File: src/rtl/ram_port_arbiter_if.sv
// Requester and RAM-side signals of ram_port_arbiter, grouped with slave (arbiter) and master (environment) views.
// Handshake: *_req is held with stable fields until the one-cycle *_ack; ram_req is held until ram_ack or abort.
interface ram_port_arbiter_if #(
    parameter int ADDR_W = 64,
    parameter int DATA_W = 64
);
    logic              if_req;
    logic [ADDR_W-1:0] if_addr;
    logic              if_ack;
    logic [DATA_W-1:0] if_rdata;
    logic              if_err;

    logic              mem_req;
    logic              mem_we;
    logic [ADDR_W-1:0] mem_addr;
    logic [DATA_W-1:0] mem_wdata;
    logic [DATA_W-1:0] mem_wmask;
    logic              mem_ack;
    logic [DATA_W-1:0] mem_rdata;
    logic              mem_err;

    logic              ram_req;
    logic              ram_we;
    logic [ADDR_W-1:0] ram_addr;
    logic [DATA_W-1:0] ram_wdata;
    logic [DATA_W-1:0] ram_wmask;
    logic              ram_ack;
    logic [DATA_W-1:0] ram_rdata;

    modport slave (
        input  if_req, if_addr,
        output if_ack, if_rdata, if_err,
        input  mem_req, mem_we, mem_addr, mem_wdata, mem_wmask,
        output mem_ack, mem_rdata, mem_err,
        output ram_req, ram_we, ram_addr, ram_wdata, ram_wmask,
        input  ram_ack, ram_rdata
    );

    modport master (
        output if_req, if_addr,
        input  if_ack, if_rdata, if_err,
        output mem_req, mem_we, mem_addr, mem_wdata, mem_wmask,
        input  mem_ack, mem_rdata, mem_err,
        input  ram_req, ram_we, ram_addr, ram_wdata, ram_wmask,
        output ram_ack, ram_rdata
    );
endinterface

File: src/rtl/ram_port_arbiter.sv
// Shares the single RAM port between instruction fetch and load/store, with a no-ack watchdog.
// Define ARB_RR_EN for round-robin arbitration; default is MEM priority with an IF starvation guard.
module ram_port_arbiter #(
    parameter int ADDR_W     = 64,
    parameter int DATA_W     = 64,
    parameter int TIMEOUT    = 255,
    parameter int STARVE_MAX = 4
) (
    input  logic              clock,
    input  logic              reset,
    ram_port_arbiter_if.slave bus,
    output logic              busy,
    output logic              owner,
    output logic [1:0]        dbg_state_o
);
    typedef enum logic [1:0] {ST_IDLE = 2'd0, ST_BUSY = 2'd1, ST_RESP = 2'd2} state_e;
    localparam int WD_W = (TIMEOUT > 1) ? $clog2(TIMEOUT + 1) : 1;

    state_e            state_q, state_d;
    logic              owner_q, owner_d, busy_q, busy_d;
    logic              ram_req_q, ram_req_d, ram_we_q, ram_we_d;
    logic [ADDR_W-1:0] ram_addr_q, ram_addr_d;
    logic [DATA_W-1:0] ram_wdata_q, ram_wdata_d, ram_wmask_q, ram_wmask_d;
    logic              if_ack_q, if_ack_d, if_err_q, if_err_d;
    logic              mem_ack_q, mem_ack_d, mem_err_q, mem_err_d;
    logic [DATA_W-1:0] if_rdata_q, if_rdata_d, mem_rdata_q, mem_rdata_d;
    logic [WD_W-1:0]   wd_q, wd_d;
    logic              pick_mem;

`ifdef ARB_RR_EN
    // Simultaneous requests go away from the previous owner.
    assign pick_mem = bus.mem_req && (!bus.if_req || !owner_q);
`else
    localparam int SV_W = (STARVE_MAX > 0) ? $clog2(STARVE_MAX + 1) : 1;
    logic [SV_W-1:0] starve_q, starve_d;

    assign pick_mem = bus.mem_req && (!bus.if_req || (starve_q != SV_W'(STARVE_MAX)));

    always_comb begin
        starve_d = starve_q;
        if (state_q == ST_IDLE && (bus.if_req || bus.mem_req)) begin
            if (!pick_mem)       starve_d = '0;
            else if (bus.if_req) starve_d = starve_q + SV_W'(1);
        end
    end

    always_ff @(posedge clock) begin
        if (reset) starve_q <= '0;
        else       starve_q <= starve_d;
    end
`endif

    always_comb begin
        state_d     = state_q;
        owner_d     = owner_q;
        ram_req_d   = ram_req_q;
        ram_we_d    = ram_we_q;
        ram_addr_d  = ram_addr_q;
        ram_wdata_d = ram_wdata_q;
        ram_wmask_d = ram_wmask_q;
        wd_d        = wd_q;
        if_ack_d    = 1'b0;
        if_err_d    = 1'b0;
        if_rdata_d  = '0;
        mem_ack_d   = 1'b0;
        mem_err_d   = 1'b0;
        mem_rdata_d = '0;
        case (state_q)
            ST_IDLE: begin
                if (bus.if_req || bus.mem_req) begin
                    owner_d     = pick_mem;
                    ram_req_d   = 1'b1;
                    ram_we_d    = pick_mem && bus.mem_we;
                    ram_addr_d  = pick_mem ? bus.mem_addr : bus.if_addr;
                    ram_wdata_d = pick_mem ? bus.mem_wdata : '0;
                    ram_wmask_d = pick_mem ? bus.mem_wmask : '0;
                    wd_d        = '0;
                    state_d     = ST_BUSY;
                end
            end
            ST_BUSY: begin
                // An ack arriving in the expiring cycle still completes normally.
                if (bus.ram_ack || (wd_q == WD_W'(TIMEOUT - 1))) begin
                    ram_req_d = 1'b0;
                    state_d   = ST_RESP;
                    if (owner_q) begin
                        mem_ack_d   = 1'b1;
                        mem_err_d   = !bus.ram_ack;
                        mem_rdata_d = bus.ram_ack ? bus.ram_rdata : '0;
                    end else begin
                        if_ack_d    = 1'b1;
                        if_err_d    = !bus.ram_ack;
                        if_rdata_d  = bus.ram_ack ? bus.ram_rdata : '0;
                    end
                end else begin
                    wd_d = wd_q + WD_W'(1);
                end
            end
            ST_RESP: begin
                wd_d    = '0;
                state_d = ST_IDLE;
            end
            default: state_d = ST_IDLE;
        endcase
        busy_d = (state_d != ST_IDLE);
    end

    always_ff @(posedge clock) begin
        if (reset) begin
            state_q     <= ST_IDLE;
            owner_q     <= 1'b0;
            busy_q      <= 1'b0;
            ram_req_q   <= 1'b0;
            ram_we_q    <= 1'b0;
            ram_addr_q  <= '0;
            ram_wdata_q <= '0;
            ram_wmask_q <= '0;
            wd_q        <= '0;
            if_ack_q    <= 1'b0;
            if_err_q    <= 1'b0;
            if_rdata_q  <= '0;
            mem_ack_q   <= 1'b0;
            mem_err_q   <= 1'b0;
            mem_rdata_q <= '0;
        end else begin
            state_q     <= state_d;
            owner_q     <= owner_d;
            busy_q      <= busy_d;
            ram_req_q   <= ram_req_d;
            ram_we_q    <= ram_we_d;
            ram_addr_q  <= ram_addr_d;
            ram_wdata_q <= ram_wdata_d;
            ram_wmask_q <= ram_wmask_d;
            wd_q        <= wd_d;
            if_ack_q    <= if_ack_d;
            if_err_q    <= if_err_d;
            if_rdata_q  <= if_rdata_d;
            mem_ack_q   <= mem_ack_d;
            mem_err_q   <= mem_err_d;
            mem_rdata_q <= mem_rdata_d;
        end
    end

    assign bus.ram_req   = ram_req_q;
    assign bus.ram_we    = ram_we_q;
    assign bus.ram_addr  = ram_addr_q;
    assign bus.ram_wdata = ram_wdata_q;
    assign bus.ram_wmask = ram_wmask_q;
    assign bus.if_ack    = if_ack_q;
    assign bus.if_err    = if_err_q;
    assign bus.if_rdata  = if_rdata_q;
    assign bus.mem_ack   = mem_ack_q;
    assign bus.mem_err   = mem_err_q;
    assign bus.mem_rdata = mem_rdata_q;
    assign busy          = busy_q;
    assign owner         = owner_q;
    assign dbg_state_o   = state_q;
endmodule
File: src/flat_wrapper.sv
// flat-port wrapper written by rule: the top's interface ports become plain ports
module ram_port_arbiter_flat 
#(
    parameter int ADDR_W     = 64,
    parameter int DATA_W     = 64,
    parameter int TIMEOUT    = 255,
    parameter int STARVE_MAX = 4
)
  (clock, reset, busy, owner, dbg_state_o, bus_if_req, bus_if_addr, bus_if_ack, bus_if_rdata, bus_if_err, bus_mem_req, bus_mem_we, bus_mem_addr, bus_mem_wdata, bus_mem_wmask, bus_mem_ack, bus_mem_rdata, bus_mem_err, bus_ram_req, bus_ram_we, bus_ram_addr, bus_ram_wdata, bus_ram_wmask, bus_ram_ack, bus_ram_rdata);
  ram_port_arbiter_if #(.ADDR_W(ADDR_W), .DATA_W(DATA_W)) bus_i ();
  input  logic clock;
  input  logic reset;
  output logic busy;
  output logic owner;
  output logic [1:0] dbg_state_o;
  input wire logic [$bits(bus_i.if_req)-1:0] bus_if_req;
  input wire logic [$bits(bus_i.if_addr)-1:0] bus_if_addr;
  output wire logic [$bits(bus_i.if_ack)-1:0] bus_if_ack;
  output wire logic [$bits(bus_i.if_rdata)-1:0] bus_if_rdata;
  output wire logic [$bits(bus_i.if_err)-1:0] bus_if_err;
  input wire logic [$bits(bus_i.mem_req)-1:0] bus_mem_req;
  input wire logic [$bits(bus_i.mem_we)-1:0] bus_mem_we;
  input wire logic [$bits(bus_i.mem_addr)-1:0] bus_mem_addr;
  input wire logic [$bits(bus_i.mem_wdata)-1:0] bus_mem_wdata;
  input wire logic [$bits(bus_i.mem_wmask)-1:0] bus_mem_wmask;
  output wire logic [$bits(bus_i.mem_ack)-1:0] bus_mem_ack;
  output wire logic [$bits(bus_i.mem_rdata)-1:0] bus_mem_rdata;
  output wire logic [$bits(bus_i.mem_err)-1:0] bus_mem_err;
  output wire logic [$bits(bus_i.ram_req)-1:0] bus_ram_req;
  output wire logic [$bits(bus_i.ram_we)-1:0] bus_ram_we;
  output wire logic [$bits(bus_i.ram_addr)-1:0] bus_ram_addr;
  output wire logic [$bits(bus_i.ram_wdata)-1:0] bus_ram_wdata;
  output wire logic [$bits(bus_i.ram_wmask)-1:0] bus_ram_wmask;
  input wire logic [$bits(bus_i.ram_ack)-1:0] bus_ram_ack;
  input wire logic [$bits(bus_i.ram_rdata)-1:0] bus_ram_rdata;
  assign bus_i.if_req = bus_if_req;
  assign bus_i.if_addr = bus_if_addr;
  assign bus_if_ack = bus_i.if_ack;
  assign bus_if_rdata = bus_i.if_rdata;
  assign bus_if_err = bus_i.if_err;
  assign bus_i.mem_req = bus_mem_req;
  assign bus_i.mem_we = bus_mem_we;
  assign bus_i.mem_addr = bus_mem_addr;
  assign bus_i.mem_wdata = bus_mem_wdata;
  assign bus_i.mem_wmask = bus_mem_wmask;
  assign bus_mem_ack = bus_i.mem_ack;
  assign bus_mem_rdata = bus_i.mem_rdata;
  assign bus_mem_err = bus_i.mem_err;
  assign bus_ram_req = bus_i.ram_req;
  assign bus_ram_we = bus_i.ram_we;
  assign bus_ram_addr = bus_i.ram_addr;
  assign bus_ram_wdata = bus_i.ram_wdata;
  assign bus_ram_wmask = bus_i.ram_wmask;
  assign bus_i.ram_ack = bus_ram_ack;
  assign bus_i.ram_rdata = bus_ram_rdata;
  ram_port_arbiter #(.ADDR_W(ADDR_W), .DATA_W(DATA_W), .TIMEOUT(TIMEOUT), .STARVE_MAX(STARVE_MAX)) u_core (.clock(clock), .reset(reset), .bus(bus_i), .busy(busy), .owner(owner), .dbg_state_o(dbg_state_o));
endmodule
File: config.mk
export PLATFORM = sky130hd
export DESIGN_NAME = ram_port_arbiter_flat
export DESIGN_NICKNAME = d
export VERILOG_FILES = /design/src/rtl/ram_port_arbiter_if.sv /design/src/rtl/ram_port_arbiter.sv /design/src/flat_wrapper.sv
export SDC_FILE = /design/constraint.sdc
export NUM_CORES = 1
export LEC_CHECK = 0
export ABC_AREA = 1
export BUFFER_PORTS_ARGS = -buffer_cell sky130_fd_sc_hd__clkbuf_2
export CORE_AREA = 2 2 255 257
export CTS_BUF_LIST = sky130_fd_sc_hd__clkbuf_4
export DETAILED_ROUTE_END_ITERATION = 6
export DIE_AREA = 0 0 257 259
export GPL_TIMING_DRIVEN = 0
export PLACE_DENSITY_LB_ADDON = 0.12
export SLEW_MARGIN = 20
export SYNTH_ARGS = -nofsm -noshare
export SYNTH_HDL_FRONTEND = slang
export SYNTH_SLANG_ARGS = --single-unit
export TNS_END_PERCENT = 1
File: constraint.sdc
create_clock -name clock -period 2.16 [get_ports clock]
set_input_delay 0.216 -clock clock [delete_from_list [all_inputs] [get_ports clock]]
set_output_delay 0.216 -clock clock [all_outputs]
set_load 0.01 [all_outputs]
==> run metrics <==
row cnt 93; first-pass GRT wire length 84,800 um; Post-CTS Setup Inserts 0; Clock transition at path regs 60 ps; core area 63,900 um^2; worst min path class in2reg; maximum VDD drop 0.318 mV; Startpoint Class flop; GPL Wtd Cong 0.895; clock tree buffer depth 3; total number of vias 14,000; final hold viol count 0; Die W 257 um; Pwr Density 748 nW/um^2; max-cap violations 0; Tightest Pin Transition 916 ps; post-layout util 0.328; initial antenna violation count 2; CP endpoint kind flop; Die Area 66,600 um^2; CTS Root Cell clkbuf_4; final net count 2,884; hpwl dp 42,900 um; RSZ-0062 raised after global routing yes; antenna violation net count after detailed routing 0; Crit Path Max Fanout 10; placed insts 2,977; die height 259 um; initial drt markers 537; kind of critical path reg2reg; Seq/Total Area, Yosys 0.571; H-tree depth 3; Port Buf Inserts 655; area grow syn2layout 75.1%; Slew HR 0.389; vias in the first global route 14,600; minimum clock period after layout 2070 ps; post-synthesis cell type count 26; initial core utilization 0.187; I/O pin count 656; WL/cell 16.3 um; fmax 483 MHz; Synth Area per Inst 8.15 um^2; clock skew 66.9 ps; Syn Nets 1,797; Setup Viol. Count Final 0; CTS Buf Count 100; Total GRT Usage 0.166; Seq cells post-synth 341; clock sink total 341; drt pass-1 iters 5; detailed-route DRC error count 0; clk_lat worst skew 890 ps; GR Overflow Total 0; ratio of cells with drive above 1 in the final layout 0.337; Leak Pwr 10.1 nW; Mapped Cells 1,467; Layout Cells excl Fill 3,489; final period utilization 0.959; CTS tree yes; status finished clean; Vias/cell 4.00; post-synthesis cell area 12,000 um^2; largest net degree at the start of global routing 19; Final Power 15.7 mW; Pins Over Slew Limit 0; Worst Path Arrival 2830 ps; final wirelength 56,800 um; Synth Warn # 0; Req. time, crit path 2920 ps
## report_power, final
part	switching, mW	leakage [nW]	internal (mW)
Sequential	0.186	2.78	6.62
Combinational	1.47	6.58	1.19
Clock	3.02	0.760	3.17
Total	4.67	10.1	11.0
## flip-flops by register name, indices dropped and copies added (netlist names), 2 cells and up
signal,cells
u_core.bus.ram_wmask,64
u_core.bus.if_rdata,64
u_core.dbg_state_o,2
u_core.bus.ram_addr,64
u_core.starve_q,3
u_core.bus.mem_rdata,64
u_core.wd_q,8
u_core.bus.ram_wdata,64
## logic make-up after synthesis
group	count (synthesis)	share of synthesized area
buffers and inverters	198	0.0728
adder cells (fa/ha/maj)	4	0.00419
flip-flops	341	0.571
AND/OR/NAND/NOR	713	0.249
AO/OA/AOI/OAI	209	0.101
XOR/XNOR	2	0.00147
## placed cells by master, fill, tap and decap left out, types with 2 or more instances in the layout
cell type / n
nor2_1: 149
clkbuf_1: 46
diode_2: 6
ha_1: 4
inv_2: 4
o21ai_0: 4
clkinv_4: 2
nor3_1: 2
o211ai_1: 64
nand2_2: 2
buf_2: 29
clkinv_2: 3
nor3_4: 2
nor2_2: 3
clkbuf_2: 668
clkinv_1: 19
dfxtp_1: 341
dlygate4sd3_1: 330
inv_8: 2
a21oi_1: 138
nand3_1: 198
buf_1: 7
inv_1: 81
xor2_1: 2
nand2_1: 354
clkbuf_4: 152
buf_6: 12
## final timing paths
path | slack, ps | start | end | cells past startpoint
setup / recovery | 90 | u_core.starve_q[0]$_SDFFE_PP0P_ | u_core.bus.ram_addr[39]$_SDFFE_PP0P_ | 10
hold / removal | 130 | bus_ram_rdata[25] | u_core.bus.mem_rdata[25]$_SDFF_PP0_ | 4
setup reg to reg | 90 | u_core.starve_q[0]$_SDFFE_PP0P_ | u_core.bus.ram_addr[39]$_SDFFE_PP0P_ | 10
hold reg to reg | 460 | u_core.bus.ram_wdata[24]$_SDFFE_PP0P_ | u_core.bus.ram_wdata[24]$_SDFFE_PP0P_ | 2
## stage by stage
stage	hold slack, ps	TNS (ps)	cell area [um^2]	setup WS (ps)
after global routing	2.98	-312	20900	-71.2
after global placement	452	-28170	16300	-509
after CTS	0.258	0	20900	8.16
after detailed placement	455	-13980	16300	-561
final	126	0	20900	89.4
after floorplan	296	0	12000	627
## area by class of cell
class | instances | area, um^2
diodes | 6 | 15.0
well taps | 855 | 1070
clock buffers | 148 | 1110
repair buffers | 985 | 6580
plain buffers | 112 | 582
flip-flops and latches | 341 | 6830
fillers | 7044 | 42900
inverters | 86 | 323
clock inverters | 28 | 164
multi-input cells | 928 | 4260
## per-layer routing
layer | vias to the layer above | track usage | wire (um)
li1 | 7009 | - | -
met2 | 527 | 0.299 | 28700
met3 | 124 | 0.0515 | 3860
met5 | - | 0 | 0
met1 | 6304 | 0.178 | 22100
met4 | 0 | 0.0706 | 2050
## worst max-delay path: stages, from the launching register on
cell	delay (ps)
dfxtp_1	320
inv_1	70
ha_1	140
nand3_1	70
nand2_1	90
buf_2	310
clkbuf_1	450
nand2_1	230
nand3_1	140
o211ai_1	80
inv_1	70
## Yosys cell counts
cell type | instances | area [um^2]
o21bai_1 | 1 | 7.51
o211ai_1 | 64 | 480
nor2_4 | 1 | 11.3
dfxtp_1 | 341 | 6830
nor2_2 | 2 | 12.5
clkinv_1 | 1 | 3.75
a211oi_1 | 1 | 7.51
nand3_1 | 198 | 991
buf_2 | 30 | 150
inv_2 | 4 | 15.0
xor2_1 | 2 | 17.5
nor3_1 | 2 | 10.0
a31oi_1 | 1 | 6.26
inv_1 | 81 | 304
nand2_4 | 1 | 11.3
a21oi_1 | 138 | 691
nand3b_1 | 1 | 7.51
ha_1 | 4 | 50.1
clkbuf_1 | 61 | 229
o21ai_0 | 4 | 20.0
buf_6 | 12 | 135
nor3_4 | 2 | 32.5
nand2_2 | 2 | 12.5
buf_1 | 9 | 33.8
nor2_1 | 150 | 563
nand2_1 | 354 | 1330
## timing repair
action	CTS	global route
hold buffers	330	0
endpoints found under the hold margin	338	0
gates resized for setup	7	27
pin swaps	0	0
endpoints found under the setup margin	150	160
Note: power is estimated with default switching activity, not from simulation.
